<file path="config.mk">
export PLATFORM = sky130hd
export DESIGN_NAME = reaction_timer
export DESIGN_NICKNAME = d
export VERILOG_FILES = /design/src/rtl/reaction_timer.sv
export SDC_FILE = /design/constraint.sdc
export NUM_CORES = 1
export LEC_CHECK = 0
export CORE_MARGIN = 5
export CORE_UTILIZATION = 55
export DETAILED_ROUTE_END_ITERATION = 7
export PLACE_DENSITY = 0.85
export SLEW_MARGIN = 15
export SYNTH_ARGS = -nofsm -noshare
export SYNTH_HDL_FRONTEND = slang
export SYNTH_SLANG_ARGS = --single-unit
</file>
<file path="constraint.sdc">
create_clock -name Clock -period 3.4 [get_ports Clock]
set_clock_uncertainty 0.1 [all_clocks]
set_input_delay 0.68 -clock Clock [delete_from_list [all_inputs] [get_ports Clock]]
set_output_delay 0.68 -clock Clock [all_outputs]
set_load 0.02 [all_outputs]
</file>
<file path="src/rtl/reaction_timer.sv">
// rtl/reaction_timer.sv - reaction-time game controller driven by a 2-bit PRBS wait selector
module reaction_timer #(
    parameter int MIN_DELAY  = 500,
    parameter int DELAY_UNIT = 250,
    parameter int TW         = 12
) (
    input  logic          Clock,
    input  logic          Reset,
    input  logic          Tick,
    input  logic [1:0]    Ran,
    input  logic          Start,
    input  logic          Button,
    output logic          Led,
    output logic          Busy,
    output logic          Done,
    output logic          Cheat,
    output logic [TW-1:0] Time
);

    // Delay counter must hold the longest possible wait (Ran = 3).
    localparam int MAX_DELAY = MIN_DELAY + 3 * DELAY_UNIT;
    localparam int CW        = $clog2(MAX_DELAY + 1);

    localparam logic [CW-1:0] DELAY_0 = CW'(MIN_DELAY);
    localparam logic [CW-1:0] DELAY_1 = CW'(MIN_DELAY + DELAY_UNIT);
    localparam logic [CW-1:0] DELAY_2 = CW'(MIN_DELAY + 2 * DELAY_UNIT);
    localparam logic [CW-1:0] DELAY_3 = CW'(MAX_DELAY);
    localparam logic [CW-1:0] CNT_ONE = CW'(1);

    localparam logic [TW-1:0] TIME_MAX = {TW{1'b1}};
    localparam logic [TW-1:0] TIME_ONE = TW'(1);

    localparam logic [2:0] S_IDLE   = 3'd0;
    localparam logic [2:0] S_WAIT   = 3'd1;
    localparam logic [2:0] S_ARMED  = 3'd2;
    localparam logic [2:0] S_RESULT = 3'd3;
    localparam logic [2:0] S_CHEAT  = 3'd4;

    logic [2:0]    state_q, state_d;
    logic [CW-1:0] cnt_q, cnt_d;
    logic [TW-1:0] time_q, time_d;
    logic          led_q, led_d;
    logic          busy_q, busy_d;
    logic          done_q, done_d;
    logic          cheat_q, cheat_d;
    logic          start_q, button_q;
    logic          start_edge, button_edge;
    logic [CW-1:0] delay_load;

    assign start_edge  = Start & ~start_q;
    assign button_edge = Button & ~button_q;

    // Wait length selected by the PRBS value sampled on the start edge.
    always_comb begin
        delay_load = DELAY_0;
        case (Ran)
            2'd0:    delay_load = DELAY_0;
            2'd1:    delay_load = DELAY_1;
            2'd2:    delay_load = DELAY_2;
            default: delay_load = DELAY_3;
        endcase
    end

    // Next-state and next-output logic; outputs are computed here so they flop with the state.
    always_comb begin
        state_d = state_q;
        cnt_d   = cnt_q;
        time_d  = time_q;
        led_d   = led_q;
        busy_d  = busy_q;
        done_d  = done_q;
        cheat_d = cheat_q;
        case (state_q)
            S_WAIT: begin
                // An early press beats a coincident final tick.
                if (button_edge) begin
                    state_d = S_CHEAT;
                    cheat_d = 1'b1;
                    done_d  = 1'b1;
                    busy_d  = 1'b0;
                    cnt_d   = '0;
                end else if (Tick) begin
                    if (cnt_q == CNT_ONE) begin
                        state_d = S_ARMED;
                        led_d   = 1'b1;
                        cnt_d   = '0;
                    end else begin
                        cnt_d = cnt_q - CNT_ONE;
                    end
                end
            end
            S_ARMED: begin
                // A tick coinciding with the press still counts; time never wraps.
                if (Tick && (time_q != TIME_MAX)) begin
                    time_d = time_q + TIME_ONE;
                end
                if (button_edge || (time_q == TIME_MAX)) begin
                    state_d = S_RESULT;
                    done_d  = 1'b1;
                    led_d   = 1'b0;
                    busy_d  = 1'b0;
                end
            end
            default: begin
                // IDLE, RESULT and CHEAT hold their outputs until a new start.
                if (start_edge) begin
                    state_d = S_WAIT;
                    cnt_d   = delay_load;
                    time_d  = '0;
                    done_d  = 1'b0;
                    cheat_d = 1'b0;
                    led_d   = 1'b0;
                    busy_d  = 1'b1;
                end
            end
        endcase
    end

    // State, counters and registered outputs; edge history resets high to suppress held inputs.
    always_ff @(posedge Clock or posedge Reset) begin
        if (Reset) begin
            state_q  <= S_IDLE;
            cnt_q    <= '0;
            time_q   <= '0;
            led_q    <= 1'b0;
            busy_q   <= 1'b0;
            done_q   <= 1'b0;
            cheat_q  <= 1'b0;
            start_q  <= 1'b1;
            button_q <= 1'b1;
        end else begin
            state_q  <= state_d;
            cnt_q    <= cnt_d;
            time_q   <= time_d;
            led_q    <= led_d;
            busy_q   <= busy_d;
            done_q   <= done_d;
            cheat_q  <= cheat_d;
            start_q  <= Start;
            button_q <= Button;
        end
    end

    assign Led   = led_q;
    assign Busy  = busy_q;
    assign Done  = done_q;
    assign Cheat = cheat_q;
    assign Time  = time_q;

endmodule

</file>
==> out/summary.txt <==
# Post-CTS Setup Buffers = 0
# nets final = 237
initial antenna violation count = 0
Place WS = 0.5934 ns
CP top delay family = compound AO/OA/AOI/OAI gates
DRC viols = 0
synthesized flop and latch total = 32
port buffer count = 22
flop2flop setup slack = 1.02 ns
Multi-input gate area = 983.4 um2
most common library cells after synthesis = dfrtp_1, nor2_1, nand2_1
Peak VDD IR = 0.0004498 V
width of the die = 68.69 um
slowest stage cell, crit path = clkdlybuf4s50_1
WP data arrival = 2.59 ns
layout cells sized above 1 = 11.16%
Post-Syn Nets = 214
mapped cell area = 1894 um2
Rel. slew slack = 43.10%
number of synthesis warnings = 0
core area = 3337 um2
Tmin final = 2.448 ns
worst min path class = reg -> reg
worst slew pin tran = 0.8517 ns
status = finished clean
Post-Synthesis Cells = 200
Final Power = 1554 uW
Synth top area share = 39.63%
Post-synth EDFFs = 0
sequential share of the synthesized area = 42.40%
drt wl/cell = 14.76 um
register area = 803.3 um2
Max Cap Viol = 0
Resize count post-CTS = 0
cts bufs inserted = 5
global-route wire length before repair = 6693 um
unrepaired setup endpoints after global routing = false
CTS root buf = clkbuf_4
vias per std cell = 5.711
R2R depth = 5
Filler cells = 276
slack of the critical path = 0.9522 ns
FMAX = 0.4085 GHz
Placed Area = 2132 um2
top post-synthesis cells by area = dfrtp_1, ha_1, nor2_1
Most used DFF post-synth = dfrtp_1
die footprint = 4718 um2
CP startpoint kind = input pin
setup_tns = 0 ns
Crit path required time = 3.54 ns
crit path max fanout = 18
TritonCTS clock tree = built
Syn Area/Cell = 9.472 um2
crit path buf inv count = 2
largest net degree at the start of global routing = 33
reg2reg start = state_q[2]$_DFFE_PP0P_
H-tree lvl count = 2
GP Congestion = 0.8556
synth unique cells = 50
GRT Residual Overflow = 0
Yosys top cell by area = dfrtp_1
Initial Utilization = 56.77%
slowest cell delay on critical path = 0.51 ns
Overall Global Routing Usage = 19.67%
CP endpoint kind = flip-flop
Slew Limit Fails = 0
reg2reg end = cnt_q[2]$_DFFE_PP0P_
DR iter-0 viols = 115
Final Instance Area = 2208 um2
Clock Path Buffers = 2
CP startpoint = Button
kind of critical path = in -> reg
Top Ports = 23
Core Rows = 21
die height = 68.69 um
final hold violations = 0
CTS Hold Bufs = 0
crit share post-route = 71.99%
vias in the first global route = 1432
Syn-to-layout area delta = 16.58%
number of setup violations in the final report = 0
clk slew on worst S/H paths = 0.10 ns
CP Capture Point = cnt_q[2]$_DFFE_PP0P_
P_leak = 0.0009289 uW
drt first pass iters = 4
drt total wl = 3985 um
Hold WS = 0.4127 ns
stages on the worst setup path = 7
most common cell in the netlist = dfrtp_1
P per Cell Area = 703.5 nW/um2
clk sinks = 32
Detailed Place HPWL = 2865 um
ANT nets after route = 0
routed vias = 1542
Antenna Cells = 0
worst path cell trace = clkdlybuf4s50_1 -> nor2b_1 -> buf_4 -> o21ai_1 -> a21oi_4 -> o21ai_0 -> a22o_1
Synth async-reset ratio = 100.0%
clk_lat worst skew = 0.35 ns
## worst register-to-register path, cell delays in order (launching register included)
cell	delay (ns)
dfrtp_1	0.48
nor3b_2	0.49
o21ai_1	0.37
a21oi_4	0.47
o21ai_0	0.16
a22o_1	0.20
## cells in the final DEF (no fill, tap or decap), drive strengths merged, types with 7 or more instances in the layout
cell | Yosys | final
a21oi | 13 | 13
clkdlybuf4s50 | 0 | 22
dfrtp | 30 | 30
ha | 7 | 7
inv | 10 | 10
nand2 | 13 | 13
nand3 | 7 | 7
nor2 | 23 | 23
nor4 | 7 | 7
o21ai | 18 | 18
## cells by family (layout without fill, tap and decap cells)
logic type / count (synthesis) / count (layout) / share of synthesized area (%)
simple gates: 76 / 76 / 22.52
compound gates: 50 / 50 / 17.44
flops: 32 / 32 / 42.40
buf+inv: 20 / 44 / 5.680
xor+xnor: 11 / 11 / 5.086
fa+ha+maj: 7 / 7 / 4.623
mux: 4 / 4 / 2.246
## power by group
part / leakage (uW) / switching [uW] / total (uW) / internal, uW
logic: 0.000479 / 378 / 669 / 291
clock network: 0.0000422 / 137 / 291 / 154
registers: 0.000407 / 115 / 594 / 479
## metal layers
layer  vias up  global-route usage (%)  part of all wire [%]
met5         -                       0                     0
li1        761                       -                     -
met2        28                   27.89                    45
met4         0                   13.15                   3.1
met3        10                   5.348                   3.7
met1       743                   25.94                    49
## area by class of cell
class,instances,share of cell area (%)
multi-input cells,148,44.53
well taps,46,2.606
inverters,10,1.700
repair buffers,26,11.33
clock inverters,2,1.586
clock buffers,6,1.870
flip-flops and latches,32,36.37
## per-stage QoR
step	cells	utilization [%]
5_1_grt	270	66.18
3_3_place_gp	262	63.89
4_1_cts	270	66.18
2_1_floorplan	200	-
3_5_place_dp	262	63.89
6_report	270	66.18
## worst min path at each step
stage | start | end | slack [ns] | depth (start not counted)
5_1_grt | cnt_q[8]$_DFFE_PP0P_ | cnt_q[8]$_DFFE_PP0P_ | 0.44 | 1
3_5_place_dp | Led$_DFFE_PP0P_ | Led$_DFFE_PP0P_ | 0.39 | 2
4_1_cts | Led$_DFFE_PP0P_ | Led$_DFFE_PP0P_ | 0.41 | 2
3_3_place_gp | Led$_DFFE_PP0P_ | Led$_DFFE_PP0P_ | 0.39 | 2
2_1_floorplan | cnt_q[8]$_DFFE_PP0P_ | cnt_q[8]$_DFFE_PP0P_ | 0.36 | 1
6_report | Led$_DFFE_PP0P_ | Led$_DFFE_PP0P_ | 0.41 | 2
## state kept, by name, summed over array words and instances (netlist names)
register and cells:
Time 12, Done 1, state_q 3, cnt_q 11
start_q 1, Led 1, button_q 1, Busy 1
Cheat 1
(Power assumes the default switching activity.)
